<file path="src/rtl/dmem_wbuf.sv">
// Data-memory stage: stores enter a small coalescing write buffer that drains
// into a slow word RAM; loads merge RAM data with byte-accurate forwarding.
module dmem_wbuf #(
  parameter int ADDR_W    = 6,
  parameter int DEPTH     = 4,
  parameter int DRAIN_LAT = 3
) (
  input  logic                     clk,
  input  logic                     reset,
  input  logic                     memwrite,
  input  logic                     sb,
  input  logic [31:0]              addr,
  input  logic [31:0]              writedata,
  output logic [31:0]              readdata,
  output logic                     stall,
  output logic                     empty,
  output logic [$clog2(DEPTH):0]   count
);

  localparam int PW = $clog2(DEPTH);
  localparam int CW = PW + 1;
  localparam int DW = (DRAIN_LAT > 1) ? $clog2(DRAIN_LAT) : 1;

  typedef struct packed {
    logic [ADDR_W-1:0] idx;
    logic [31:0]       data;
    logic [3:0]        be;
  } ent_t;

  ent_t              ent_q [DEPTH];
  ent_t              ent_d [DEPTH];
  logic [PW-1:0]     head_q, head_d, tail_q, tail_d, yng;
  logic [CW-1:0]     cnt_q, cnt_d;
  logic [DW-1:0]     dcnt_q, dcnt_d;
  logic [31:0]       mem_q [2**ADDR_W];

  logic [ADDR_W-1:0] widx;
  logic [1:0]        bsel;
  logic [3:0]        new_be;
  logic [31:0]       new_data, new_mask;
  logic              drain_fire, coalesce, full, alloc;
  logic              unused_addr;

  assign widx        = addr[ADDR_W+1:2];
  assign bsel        = addr[1:0];
  assign unused_addr = ^addr[31:ADDR_W+2];
  assign new_be      = sb ? (4'b0001 << bsel) : 4'b1111;
  assign new_data    = sb ? {4{writedata[7:0]}} : writedata;
  assign new_mask    = {{8{new_be[3]}}, {8{new_be[2]}}, {8{new_be[1]}}, {8{new_be[0]}}};

  assign yng         = tail_q - PW'(1);
  assign full        = (cnt_q == CW'(DEPTH));
  assign drain_fire  = (cnt_q != '0) && (dcnt_q == DW'(DRAIN_LAT - 1));
  // The youngest entry is also the draining one only when it is the sole entry.
  assign coalesce    = memwrite && (cnt_q != '0) && (ent_q[yng].idx == widx) &&
                       !(drain_fire && (cnt_q == CW'(1)));
  assign alloc       = memwrite && !coalesce && (!full || drain_fire);
  assign stall       = memwrite && !coalesce && full && !drain_fire;
  assign empty       = (cnt_q == '0);
  assign count       = cnt_q;

  always_comb begin
    ent_d  = ent_q;
    head_d = head_q;
    tail_d = tail_q;
    cnt_d  = cnt_q;
    dcnt_d = (empty || drain_fire) ? '0 : dcnt_q + DW'(1);
    if (coalesce) begin
      ent_d[yng].data = (ent_q[yng].data & ~new_mask) | (new_data & new_mask);
      ent_d[yng].be   = ent_q[yng].be | new_be;
    end
    if (alloc) begin
      ent_d[tail_q].idx  = widx;
      ent_d[tail_q].data = new_data;
      ent_d[tail_q].be   = new_be;
      tail_d             = tail_q + PW'(1);
    end
    if (drain_fire) head_d = head_q + PW'(1);
    case ({alloc, drain_fire})
      2'b10:   cnt_d = cnt_q + CW'(1);
      2'b01:   cnt_d = cnt_q - CW'(1);
      default: cnt_d = cnt_q;
    endcase
  end

  always_ff @(posedge clk or negedge reset) begin
    if (!reset) begin
      head_q <= '0;
      tail_q <= '0;
      cnt_q  <= '0;
      dcnt_q <= '0;
    end else begin
      head_q <= head_d;
      tail_q <= tail_d;
      cnt_q  <= cnt_d;
      dcnt_q <= dcnt_d;
    end
  end

  // Payload and RAM are not reset; held in reset, count=0 blocks any drain.
  always_ff @(posedge clk) begin
    ent_q <= ent_d;
    if (drain_fire) begin
      for (int b = 0; b < 4; b++) begin
        if (ent_q[head_q].be[b])
          mem_q[ent_q[head_q].idx][8*b +: 8] <= ent_q[head_q].data[8*b +: 8];
      end
    end
  end

  // Oldest-to-youngest walk so the newest pending byte wins.
  always_comb begin
    readdata = mem_q[widx];
    for (int k = 0; k < DEPTH; k++) begin
      if ((CW'(k) < cnt_q) && (ent_q[head_q + PW'(k)].idx == widx)) begin
        for (int b = 0; b < 4; b++) begin
          if (ent_q[head_q + PW'(k)].be[b])
            readdata[8*b +: 8] = ent_q[head_q + PW'(k)].data[8*b +: 8];
        end
      end
    end
  end

endmodule

</file>
<file path="config.mk">
export PLATFORM = sky130hd
export DESIGN_NAME = dmem_wbuf
export DESIGN_NICKNAME = d
export VERILOG_FILES = /design/src/rtl/dmem_wbuf.sv
export SDC_FILE = /design/constraint.sdc
export NUM_CORES = 2
export LEC_CHECK = 0
export CAP_MARGIN = 0
export CORE_MARGIN = 5
export CORE_UTILIZATION = 65
export DETAILED_ROUTE_END_ITERATION = 8
export PLACE_DENSITY = 0.82
export SYNTH_ARGS = -nofsm -noshare
export SYNTH_HDL_FRONTEND = slang
export SYNTH_SLANG_ARGS = --single-unit
</file>
<file path="constraint.sdc">
create_clock -name clk -period 9.35 [get_ports clk]
set_input_delay 2.805 -clock clk [delete_from_list [all_inputs] [get_ports clk]]
set_output_delay 2.805 -clock clk [all_outputs]
set_load 0.005 [all_outputs]
</file>
Word level (Yosys, flattened, before mapping). Memories as Yosys holds them, arrays and structs flattened. Cells that the tools add are included.

Register bits: 177. Memory bits (writable): 2048. Input port bits: 68. Output and inout bits: 37. Word-level logic and storage cells: 151. Memories kept: 1.

Add/subtract/negate cells: 8. $lt $le $gt $ge: 12. Equal/unequal tests: 10. Shift operators: 1. Mux-type cells: 68. Bitwise logic cells: 11. Reductions and logical operators: 24.

Memory list: mem_q (words 64, width 32, rd ports 1, clocked after memory_dff 0, write ports 1, RTL line 35) `logic [31:0] mem_q [2**ADDR_W];`.

Operator list (number): $bwmux W168 (5); $mux W42 (11); $bmux W42 S2 (5); $demux W42 S2 (5); $mux W168 (2); $mux W32 (5); $mux W8 (16); $mux W36 (2); $and A32 B32 Y32 (2); $not A32 Y32 (1); $or A32 B32 Y32 (1); $eq A6 B6 Y1 (5); $ge A3 B3 Y1 const B (6); $not A2 Y3 (6); $logic_and A1 B1 Y1 (15); $mux W1 (12); $mux W4 (3); $add A2 B1 Y2 const B (3); $lt A1 B3 Y1 const A (2); $lt A2 B3 Y1 const A (2); $lt A3 B1 Y1 const B (2); $pmux W3 S2 (1); $add A2 B2 Y2 const B (2); $eq A2 B2 Y1 const B (2); other kinds (14) (18).

Logic depth before layout (Yosys ltp).
Depth in word-level cells: 14. Gate-level depth with buffers: 18.

Least setup slack after synthesis. Ideal clock, no wire load.

Kind: in2out. Start point: input addr[3]. End point: output readdata[2]. Arrival time: 5.316 ns. Required time: 6.545 ns. Setup slack: 1.229 ns. Cell stages on the path: 12. Path buffers: 5. Path through: buf_2 > buf_4 > buf_4 > buf_2 > clkbuf_1 > mux4_2 > a221oi_1 > o22ai_1 > nor3_1 > nor2_1 > a2111oi_2 > a211oi_1.

Word-level cells in the longest chain between the ends: 9.

RTL lines: start: declaration (RTL line 12) `input logic [31:0] addr,`; $mem_v2 Z64 W32 / $eq A6 B6 Y1 (equally long branches); $mux W8 / $logic_and A1 B1 Y1 (equally long branches) (RTL line 117, 115); $mux W32 (RTL line 115) `if ((CW'(k) < cnt_q) && (ent_q[head_q + PW'(k)].idx == widx)) begin`; $mux W8 (RTL line 117) `if (ent_q[head_q + PW'(k)].be[b])`; $mux W32 (RTL line 115); $mux W8 (RTL line 117); $mux W32 (RTL line 115); $mux W8 (RTL line 117); $mux W32 * (RTL line 115); end: declaration (RTL line 14) `output logic [31:0] readdata,`.

Mark *: on every way between the ends. The rest lies on a longest branch, timed or not.

Worst setup path after layout.
Start point: input addr[4]. End point: output readdata[8].

The elaborated chain is that of the path after synthesis.

==> reports/summary.md <==
For the pin with the worst max-slew slack, the measured transition is 1530 ps. For the total vias in the final route, the log shows 55300. In this run the register-to-register setup slack is 4130 ps. The combined global-route utilization of all metal layers is 0.355, and the number of setup violations in the final report is 2. The tools report the deepest level of the CTS H-tree as 4. Clock-pin slew was measured on the worst setup and hold paths at 60 ps. Derived from the worst setup path, the maximum achievable clock frequency is 0.106 GHz. Summed over all cells, the static leakage comes to 33.2 nW.

In this run, CTS created clock tree buffers numbering 205. The number of rows created at floorplan is 139, and the adder-cell area share of the yosys netlist is 0.00188. The first global-routing pass estimated 386000 um of wire. The class of the most critical hold timing path is reg -> reg. The end-of-flow core utilization was 0.726. Count of final max-slew check failures: 11. The remaining design rule violation count was 1; the height of the die was 389 um. The clock reaches the later pin of the worst-skew pair after 860 ps.

In the synthesized netlist the dominant register cell turns out to be edfxtp_1. The count of nets left with antenna violations once routing finished came out at 0. The average wire length per cell after detail routing works out to 36.0 um.

The most common cell in the synthesized netlist is edfxtp_1. The smallest clock period supported by the final layout is computed as 9440 ps. The number of enable flip-flop cells after synthesis works out to 2072. Share of the cycle needed by the critical path after routing: 1.01.

The tools report the via count of the first global-routing pass as 54800. After the first detailed-routing iteration, the DRC count stood at 9130. The starting density of the core was 0.652; the mean cell area of the mapped netlist was 18.1 um^2. Area share of xor/xnor cells in the synthesized design: 0.00299. On the final layout, the worst clock skew is 30.6 ps.

The die area was 0.151 mm^2. The main combinational cell family by area after synthesis is multiplexers. At the end of routability-driven placement, the weighted congestion stood at 0.920. Dominant cell type by area after synthesis: edfxtp_1. The sequential fraction of the synthesis area was 0.700.

The tightest hold path in the finished design has a slack of 471 ps. The required time of the critical path came out at 6550 ps. The final reports fail on design-rule violations, max-capacitance violations, max-slew violations, negative setup slack.

The number of detailed-routing iterations run before antenna repair is 9, and the cell area after synthesis is 0.0934 mm^2. The worst hold path begins at dcnt_q[0]$_DFF_PN0_. The run gives 374 uV as the largest vdd supply drop.

The fraction of layout cells with a size suffix above 1 is 0.235, and the final worst-path setup slack is -91.7 ps. Once layout is complete, the cells apart from fillers number 7431. From left edge to right edge, the die measures 389 um. The run gives 5172 as the gate count after technology mapping. The logs give 0 for the final hold violation count and 5435 for the number of nets in the finished design. The number of placed cells counting well taps came out at 7049.

The synthesized design contains 2225 register bits. The logs give 1 for the count of max-cap constraint violations and 84 for the number of distinct standard cells referenced by the synthesized netlist. The sort of element at the end of the critical path was an output pin.

For the worst setup path, the data arrival time is 6640 ps. For the top-level port count, the log shows 105. The number of input and output port buffers inserted was 80. Dividing total power by cell area gives a power density of 296 mW/mm^2. The number of synthesis warnings came out at 0. The clock passes through at most 3 buffers. Worst hold path depth: 1. The tools report the normalized max-slew margin as -0.0207. By count the netlist is led by 2072 x edfxtp_1, 641 x mux4_2, 395 x nor2_1, 291 x nand2_1, 195 x mux2i_1.

The length in cells of the worst reg-to-reg path was 12; the number of nets produced by synthesis was 5254. After synthesis, the cell types taking the most area are edfxtp_1 67%, mux4_2 15%, dfxtp_1 3.1%, mux2i_1 2.1%, nor2_1 1.6%. Summed over all nets, the half-perimeter wirelength after detailed placement is 156000 um. Summed over all layers, the routed wires come to 267000 um.

The async set or reset register ratio after synthesis was 0.00404; the maximum fanout encountered on the critical timing path was 41. Relative to the synthesized area, the layout overhead comes to 11.3%. The number of clock sinks is 2225, and the area of the core region is 0.143 mm^2. The synthesized-area fraction occupied by and/or/nand/nor cells came out at 0.0417.

The worst register-to-register path ends at ent_q[2]$_DFF_P_. The run finished, with violations left. Entering global routing, the biggest net connects 74 pins.

Setup repair after global routing left no endpoint under its margin. TritonCTS built the clock tree. The worst setup path is of the in -> out kind. The share of the synthesized area in compound gates (AO/OA/AOI/OAI) was 0.0524. In this run the critical register-to-register path is launched from tail_q[0]$_DFFE_PN0P_.

The run gives 10 as the number of antenna violations at the first check in global routing. The cell chosen for the clock root is clkbuf_16. The multiplexer fraction of the synthesized cell area works out to 0.182.

STA classifies the critical path startpoint as a primary input. Global routing finished with a remaining overflow of 0. The via density per instance was 7.44; the total of hold buffers inserted after clock tree synthesis was 0. Prior to clock tree synthesis, the placed netlist has a worst setup slack of -220 ps. The share of the synthesized area in the top cell type is 0.666. Endpoint with the worst hold slack: dcnt_q[0]$_DFF_PN0_.
## sequential cells by signal, summed over array words and instances, names as in the netlist
register  count
ent_q       168
count         3
tail_q        2
dcnt_q        2
mem_q      2048
head_q        2
## per-stage QoR
stage | area [um^2] | power, mW | setup TNS (ps)
after CTS | 104000 | 30.5 | 0
after detailed placement | 97300 | 22.3 | -220
final | 104000 | 30.8 | -112
after global routing | 104000 | 31.6 | 0
after floorplan | 93400 | 19.2 | 0
after global placement | 97300 | 21.9 | -252
## worst max-delay path: stages
cell and delay, ps:
buf_8 360, buf_4 350, mux4_2 240, mux2i_1 70, a21oi_1 410, o21ai_0 310
nor3_1 1030, a211oi_1 140, o22ai_1 280, clkdlybuf4s50_1 560
## worst max path at each step
| stage | endpoint | start | slack [ps] |
|---|---|---|---|
| finish | readdata[8] | addr[4] | -90 |
| global placement | readdata[11] | addr[2] | -250 |
| floorplan | readdata[2] | addr[3] | 1230 |
| global route | readdata[10] | addr[2] | 20 |
| CTS | readdata[23] | addr[2] | 40 |
| detailed placement | readdata[11] | addr[2] | -220 |
## cell families after synthesis
group / after synthesis
AND/OR/NAND/NOR: 898
XOR/XNOR: 31
multiplexers: 888
adder cells (fa/ha/maj): 14
buffers and inverters: 374
AO/OA/AOI/OAI: 742
flip-flops: 2225
## repair_timing
item / CTS / global route
resized for setup: 3 / 8
buffers inserted: 0 / 0
setup endpoints to repair: 2 / 11
gates cloned: 0 / 0
## cells in the final DEF (no fill, tap or decap), types with 7 or more instances in the layout
| master | n |
|---|---|
| dfxtp_1 | 144 |
| clkinv_2 | 39 |
| nor3_1 | 34 |
| a211oi_1 | 41 |
| o22a_1 | 13 |
| nand4_1 | 7 |
| nor4_1 | 9 |
| clkbuf_1 | 41 |
| ha_1 | 13 |
| diode_2 | 7 |
| nand2b_1 | 19 |
| buf_12 | 33 |
| o21ai_0 | 188 |
| clkdlybuf4s50_1 | 74 |
| a22oi_1 | 118 |
| buf_4 | 215 |
| clkbuf_16 | 205 |
| bufinv_16 | 17 |
| a21oi_4 | 14 |
| a21oi_1 | 118 |
| o221ai_1 | 9 |
| nand3_1 | 36 |
| a21o_1 | 7 |
| mux2_2 | 49 |
| xnor2_1 | 25 |
| mux4_2 | 641 |
| and3_1 | 31 |
| nor2b_1 | 31 |
| o211ai_1 | 107 |
| inv_1 | 21 |
| edfxtp_1 | 2072 |
| o22ai_1 | 45 |
| nand2_1 | 289 |
| a22o_1 | 9 |
| clkinv_1 | 46 |
| nor2_1 | 393 |
| mux2i_1 | 195 |
## area by class of cell
class	count	area, um^2
Timing Repair Buffer	327	3070
Inverter	21	78.8
Clock buffer	246	5280
Sequential cell	2225	65300
Antenna cell	7	17.5
Tap cell	1903	2380
Clock inverter	129	1250
Fill cell	7727	39200
Multi-Input combinational cell	2573	26500
## power by group
part / switching, mW / internal (mW) / leakage [nW]
logic: 5.65 / 2.34 / 9.87
registers: 0.595 / 13.9 / 20.1
clock network: 3.79 / 4.52 / 3.18
## per-layer routing
layer	up-vias	track usage	share of wire
met2	5176	0.544	0.47
met4	6	0.188	0.067
met5	-	0	0.00055
li1	21500	-	-
met3	1085	0.102	0.15
met1	27500	0.470	0.32
No activity file was read; power rests on OpenSTA's default activity.
